`config.mk`:
```
export PLATFORM = sky130hd
export DESIGN_NAME = slink_tx_sched
export DESIGN_NICKNAME = d
export VERILOG_FILES = /design/src/rtl/slink_pkg.sv /design/src/rtl/slink_rr_arb.sv /design/src/rtl/slink_tx_sched.sv
export SDC_FILE = /design/constraint.sdc
export NUM_CORES = 1
export LEC_CHECK = 0
export BUFFER_PORTS_ARGS = -buffer_cell sky130_fd_sc_hd__buf_2
export CAP_MARGIN = 10
export CORE_MARGIN = 3
export CORE_UTILIZATION = 54
export DETAILED_ROUTE_END_ITERATION = 7
export GPL_TIMING_DRIVEN = 0
export PLACE_DENSITY = 0.87
export SLEW_MARGIN = 10
export SYNTH_ARGS = -nofsm -noshare
export SYNTH_HDL_FRONTEND = slang
export SYNTH_SLANG_ARGS = --single-unit
```
`constraint.sdc`:
```
create_clock -name clk_125m -period 2.6 [get_ports clk_125m]
set_input_delay 0.26 -clock clk_125m [delete_from_list [all_inputs] [get_ports clk_125m]]
set_output_delay 0.26 -clock clk_125m [all_outputs]
set_load 0.01 [all_outputs]
```
`src/rtl/slink_pkg.sv`:
```
// rtl/slink_pkg.sv - shared constants and FSM encoding for the slink TX scheduler
package slink_pkg;

    localparam logic [7:0] K_COMMA = 8'hBC;  // K28.5
    localparam logic [7:0] K_SOF   = 8'hFB;  // K27.7
    localparam logic [7:0] K_EOF   = 8'hFD;  // K29.7
    localparam logic [7:0] K_ABORT = 8'hFE;  // K30.7

    localparam int SYM_PERIOD_DEF = 10;
    localparam int IFG_W          = 8;

    // An abort is a one-slot outcome of SOF/PAYLOAD, so it needs no state of its own.
    typedef enum logic [1:0] {
        S_IDLE,
        S_SOF,
        S_PAYLOAD,
        S_EOF
    } tx_state_e;

endpackage

```
`src/rtl/slink_rr_arb.sv`:
```
// rtl/slink_rr_arb.sv - round-robin winner select over the requesters, with last-grant register
module slink_rr_arb #(
    parameter int NUM_SRC = 2,
    parameter int IDX_W   = 1
) (
    input  logic               clk_i,
    input  logic               rst_i,
    input  logic [NUM_SRC-1:0] req_i,
    input  logic               upd_i,
    input  logic [IDX_W-1:0]   upd_idx_i,
    output logic               win_vld_o,
    output logic [IDX_W-1:0]   win_idx_o
);

    logic [IDX_W-1:0] last_q;
    logic [IDX_W-1:0] last_d;
    logic [IDX_W-1:0] cand;

    assign last_d = upd_i ? upd_idx_i : last_q;

    // Reset to the highest index so source 0 is first in line.
    always_ff @(posedge clk_i or posedge rst_i) begin
        if (rst_i) begin
            last_q <= IDX_W'(NUM_SRC - 1);
        end else begin
            last_q <= last_d;
        end
    end

    always_comb begin
        win_vld_o = 1'b0;
        win_idx_o = '0;
        cand      = '0;
        for (int k = 1; k <= NUM_SRC; k++) begin
            cand = IDX_W'((int'(last_q) + k) % NUM_SRC);
            if (!win_vld_o && req_i[cand]) begin
                win_vld_o = 1'b1;
                win_idx_o = cand;
            end
        end
    end

endmodule

```
`src/rtl/slink_tx_sched.sv`:
```
// rtl/slink_tx_sched.sv - slot-aligned frame scheduler sharing one serial lane among requesters
module slink_tx_sched
    import slink_pkg::*;
#(
    parameter int NUM_SRC    = 2,
    parameter int SYM_PERIOD = SYM_PERIOD_DEF,
    parameter int IFG_SYM    = 4
) (
    input  logic                 clk_125m,
    input  logic                 rst_125m,
    input  logic                 link_en,
    input  logic [NUM_SRC-1:0]   src_req,
    input  logic [NUM_SRC*8-1:0] src_len,
    input  logic [NUM_SRC*8-1:0] src_data,
    output logic [NUM_SRC-1:0]   src_gnt,
    output logic [NUM_SRC-1:0]   src_rd,
    output logic [NUM_SRC-1:0]   src_done,
    output logic [7:0]           tx_byte,
    output logic                 tx_is_k,
    output logic                 tx_sym_stb,
    output logic                 frm_abort
);

    localparam int IDX_W  = $clog2(NUM_SRC);
    localparam int SLOT_W = $clog2(SYM_PERIOD);

    logic [SLOT_W-1:0]  slot_cnt_q, slot_cnt_d;
    tx_state_e          state_q, state_d;
    logic [IDX_W-1:0]   g_q, g_d;
    logic [7:0]         len_q, len_d;
    logic [IFG_W-1:0]   ifg_q, ifg_d;
    logic               frm_abort_q, frm_abort_d;
    logic [7:0]         tx_byte_q, tx_byte_d;
    logic               tx_is_k_q, tx_is_k_d;
    logic               tx_sym_stb_q;
    logic [NUM_SRC-1:0] gnt_q, gnt_d;
    logic [NUM_SRC-1:0] rd_q, rd_d;
    logic [NUM_SRC-1:0] done_q, done_d;

    logic               tick;
    logic               abort_c;
    logic [NUM_SRC-1:0] gsel;
    logic [7:0]         cur_len;
    logic [7:0]         cur_data;
    logic               arb_upd;
    logic               win_vld;
    logic [IDX_W-1:0]   win_idx;

    slink_rr_arb #(
        .NUM_SRC (NUM_SRC),
        .IDX_W   (IDX_W)
    ) u_arb (
        .clk_i     (clk_125m),
        .rst_i     (rst_125m),
        .req_i     (src_req),
        .upd_i     (arb_upd),
        .upd_idx_i (g_q),
        .win_vld_o (win_vld),
        .win_idx_o (win_idx)
    );

    assign slot_cnt_d = (slot_cnt_q == SLOT_W'(SYM_PERIOD - 1)) ? '0 : slot_cnt_q + 1'b1;
    // Decide one clock early so every registered output lands in the slot_cnt==SYM_PERIOD-1 cycle.
    assign tick       = (slot_cnt_q == SLOT_W'(SYM_PERIOD - 2));
    assign cur_len    = src_len[int'(g_q)*8 +: 8];
    assign cur_data   = src_data[int'(g_q)*8 +: 8];
    assign abort_c    = !link_en || !src_req[g_q];

    always_comb begin
        state_d     = state_q;
        g_d         = g_q;
        len_d       = len_q;
        ifg_d       = ifg_q;
        frm_abort_d = frm_abort_q;
        tx_byte_d   = tx_byte_q;
        tx_is_k_d   = tx_is_k_q;
        gnt_d       = gnt_q;
        rd_d        = '0;
        done_d      = '0;
        arb_upd     = 1'b0;
        gsel        = '0;
        gsel[g_q]   = 1'b1;

        if (tick) begin
            gnt_d     = '0;
            tx_byte_d = K_COMMA;
            tx_is_k_d = 1'b1;
            case (state_q)
                S_IDLE: begin
                    if (ifg_q != '0) ifg_d = ifg_q - 1'b1;
                    // Grant on the comma that brings the gap count to zero.
                    if ((ifg_q <= IFG_W'(1)) && link_en && win_vld) begin
                        g_d     = win_idx;
                        state_d = S_SOF;
                    end
                end
                S_SOF, S_PAYLOAD: begin
                    gnt_d = gsel;
                    if (state_q == S_SOF) arb_upd = 1'b1;
                    if (abort_c) begin
                        tx_byte_d   = K_ABORT;
                        done_d      = gsel;
                        frm_abort_d = 1'b1;
                        ifg_d       = IFG_W'(IFG_SYM);
                        state_d     = S_IDLE;
                    end else if (state_q == S_SOF) begin
                        tx_byte_d   = K_SOF;
                        len_d       = cur_len;
                        frm_abort_d = 1'b0;
                        state_d     = (cur_len != 8'd0) ? S_PAYLOAD : S_EOF;
                    end else begin
                        tx_byte_d = cur_data;
                        tx_is_k_d = 1'b0;
                        rd_d      = gsel;
                        len_d     = len_q - 1'b1;
                        if (len_q == 8'd1) state_d = S_EOF;
                    end
                end
                S_EOF: begin
                    gnt_d     = gsel;
                    tx_byte_d = K_EOF;
                    done_d    = gsel;
                    ifg_d     = IFG_W'(IFG_SYM);
                    state_d   = S_IDLE;
                end
                default: state_d = S_IDLE;
            endcase
        end
    end

    always_ff @(posedge clk_125m or posedge rst_125m) begin
        if (rst_125m) begin
            slot_cnt_q   <= '0;
            state_q      <= S_IDLE;
            g_q          <= '0;
            len_q        <= '0;
            ifg_q        <= IFG_W'(IFG_SYM);
            frm_abort_q  <= 1'b0;
            tx_byte_q    <= K_COMMA;
            tx_is_k_q    <= 1'b1;
            tx_sym_stb_q <= 1'b0;
            gnt_q        <= '0;
            rd_q         <= '0;
            done_q       <= '0;
        end else begin
            slot_cnt_q   <= slot_cnt_d;
            state_q      <= state_d;
            g_q          <= g_d;
            len_q        <= len_d;
            ifg_q        <= ifg_d;
            frm_abort_q  <= frm_abort_d;
            tx_byte_q    <= tx_byte_d;
            tx_is_k_q    <= tx_is_k_d;
            tx_sym_stb_q <= tick;
            gnt_q        <= gnt_d;
            rd_q         <= rd_d;
            done_q       <= done_d;
        end
    end

    assign src_gnt    = gnt_q;
    assign src_rd     = rd_q;
    assign src_done   = done_q;
    assign tx_byte    = tx_byte_q;
    assign tx_is_k    = tx_is_k_q;
    assign tx_sym_stb = tx_sym_stb_q;
    assign frm_abort  = frm_abort_q;

endmodule

```
==> results.toml <==
[timing]
tightest_slew_ps = 608
fin_ws_ps = 382
min_period_ps = 2220
grt_setup_unrepaired = "no"
timing.fmax_mhz = 451
drv_slew = 0
fin_crit_sh_pct = 85.3
relSlewSlack_pct = 59.1
timing.hold.ws_ps = 341
hold_viol = 0
skew_ps = 7.59
tns_ps = 0
finalSetupViolations = 0

[clock_tree]
ctsRootBufferMaster = "clkbuf_8"
clkSinkCount = 41
cts.clk_slew.worst_paths_ps = 80
cts_max_path_buffers = 2
cts_resized = 0
cts_tree = "yes"
h-tree-depth = 2
cts_buffers = 5
clk_latency_ps = 300

[hold_path]
hold_path_startpoint = "src_data[9]"
hold_end = "tx_byte[1]$_DFFE_PP0P_"
min_path_cells = 3
hold_class = "in -> reg"

[floorplanning]
die_h_um = 74.0
initial_core_util_pct = 56.5
ioPinCount = 54
row_count = 24
die-area_sq_mm = 0.00547
dieWidth_um = 74.0
coreArea_sq_mm = 0.00441

[synthesis]
synth_warnings = 0
synth_seq_cells = 41
yosysSeqAreaShare_pct = 41.5
synth_top_cell_by_area = "dfrtp_1"
synth_area_sq_mm = 0.00249
synth_area_leaders = "dfrtp_1, dfstp_2, mux2_2"
synth_ff_type = "dfrtp_1"
ys_types = 60
synth_top_area_share_pct = 33.1
syn_area_per_cell_sq_um = 9.90
syn_inst = 252
synth-async-reset-ratio_pct = 100
synth_fp_nets = 297
synth_edf_count = 0

[pwr]
ir_worst_vdd_v = 0.000355
power_switching_w = 0.000444
cellPowerDensity_mw_per_mm2 = 545
finalPower_w = 0.00163
leakagePower_nw = 1.33
switching_share_pct = 27.2
p_comb_share_pct = 19.9
clkPwrFrac_pct = 37.2
internal-power_w = 0.00119
p_seq_share_pct = 42.9

[worst_setup_path]
cp_max_fo = 10
cp-start-kind = "register"
worst_r2r_endpoint = "len_q[3]$_DFFE_PP0P_"
crit_path_start = "state_q[0]$_DFFE_PP0P_"
critical_path_class = "reg -> reg"
worstPathArrival_ps = 2400
reg2reg_slack_ps = 380
worstSetupEndpointType = "register"
worstReg2RegStart = "state_q[0]$_DFFE_PP0P_"
required_ps = 2780
reg2reg_depth = 6

[placed_design]
dp_slack_ps = 463
io_buffers = 53
dpl.hpwl_um = 4570
place_congestion = 0.864

[status]
status = "complete, no violations"

[grt]
antenna_found_initial = 0
grt_pass1_wl_um = 10300
grt_pass1_vias = 2206
grt_max_degree = 23
overflow = 0
grt_usage_pct = 24.6

[route]
drt-pass1-iter-count = 4
drt_iter0_markers = 339
wire_per_inst_um = 17.0
drc = 0
antenna_left = 0
vias = 2244
drt-vias-per-instance = 6.11
drt_wl_total_um = 6220

[run]
drv_cap = 0

[layout]
areaGrowthSynthToFinish_pct = 20.1
final_cell_mix = "buf_2, dfrtp_1, nor2_1, o21ai_0"
nets = 359
final_common_cell = "buf_2"
antenna_cells = 0
drive_gt1_share_pct = 33.7
-- power by group through the flow --
| stage | Clock [W] | Combinational (W) | Sequential, W |
|---|---|---|---|
| after floorplan | 0 | 0.000207 | 0.000712 |
| after global placement | 0 | 0.000300 | 0.000709 |
| after detailed placement | 0 | 0.000317 | 0.000710 |
| after CTS | 0.000615 | 0.000322 | 0.000699 |
| after global routing | 0.000646 | 0.000357 | 0.000704 |
| final | 0.000608 | 0.000325 | 0.000700 |
-- metrics by stage --
stage               utilization (%)  cells  instance area, sq um
floorplan                         -    252                  2490
global placement               64.0    357                  2830
detailed placement             64.6    358                  2850
CTS                            67.9    367                  3000
global route                   67.9    367                  3000
finish                         67.9    367                  3000
-- sequential cells by signal, summed over array words and instances, names as in the netlist --
name	count
src_done	2
tx_sym_stb	1
frm_abort	1
src_rd	2
src_gnt	2
ifg_q	8
tx_byte	8
u_arb.last_q	1
g_q	1
tx_is_k	1
slot_cnt_q	4
state_q	2
len_q	8
-- worst max-delay path, cell delays in order, from the launching register on --
cell and delay [ps]:
dfrtp_1 440, inv_1 70, ha_1 420, inv_1 180, nor4_4 610, a21oi_1 130, o221a_1 240
-- Yosys cell counts (4+ instances only) --
master	count
a21oi_1	12
clkbuf_1	4
dfrtp_1	33
dfstp_2	8
ha_1	8
inv_1	13
mux2_2	17
mux2i_1	8
nand2_1	17
nand3_1	9
nor2_1	19
nor2b_1	7
nor3_1	9
nor4_1	6
o21ai_0	18
-- final cells by class --
type	instances	area [sq um]
clock inverters	3	65.1
well taps	52	65.1
flip-flops and latches	41	1040
multi-input cells	186	1330
plain buffers	11	67.6
clock buffers	5	68.8
fillers	337	1420
inverters	14	65.1
repair buffers	55	303
-- how the worst max path moves through the flow --
stage | end | slack [ps] | cells after the start
floorplan | ifg_q[5]$_DFFE_PP0P_ | 640 | 6
global placement | len_q[3]$_DFFE_PP0P_ | 510 | 6
detailed placement | len_q[3]$_DFFE_PP0P_ | 460 | 6
CTS | len_q[3]$_DFFE_PP0P_ | 420 | 6
global route | len_q[2]$_DFFE_PP0P_ | 220 | 6
finish | len_q[3]$_DFFE_PP0P_ | 380 | 6
-- kinds of logic (layout without fill, tap and decap cells) --
family          after synthesis  in the layout  synth area share (%)
xor+xnor                      1              1                 0.351
simple gates                 89             89                  19.6
buf+inv                      25             88                  5.32
compound gates               62             62                  17.9
mux                          26             26                  11.3
flops                        41             41                  41.5
fa+ha+maj                     8              8                  4.01
-- repair_timing --
action                                 CTS  global route
endpoints found under the hold margin   17             0
hold buffers                             1             0
setup buffers                            0             0
-- metal layers --
metal / global-route usage (%) / part of all wire (%) / wire length, um
met1: 32.6 / 43 / 2660
met2: 41.4 / 48 / 2980
met3: 4.19 / 6.8 / 424
met4: 7.44 / 2.5 / 155
met5: 0 / 0 / 0
No activity file was read; power rests on OpenSTA's default activity.
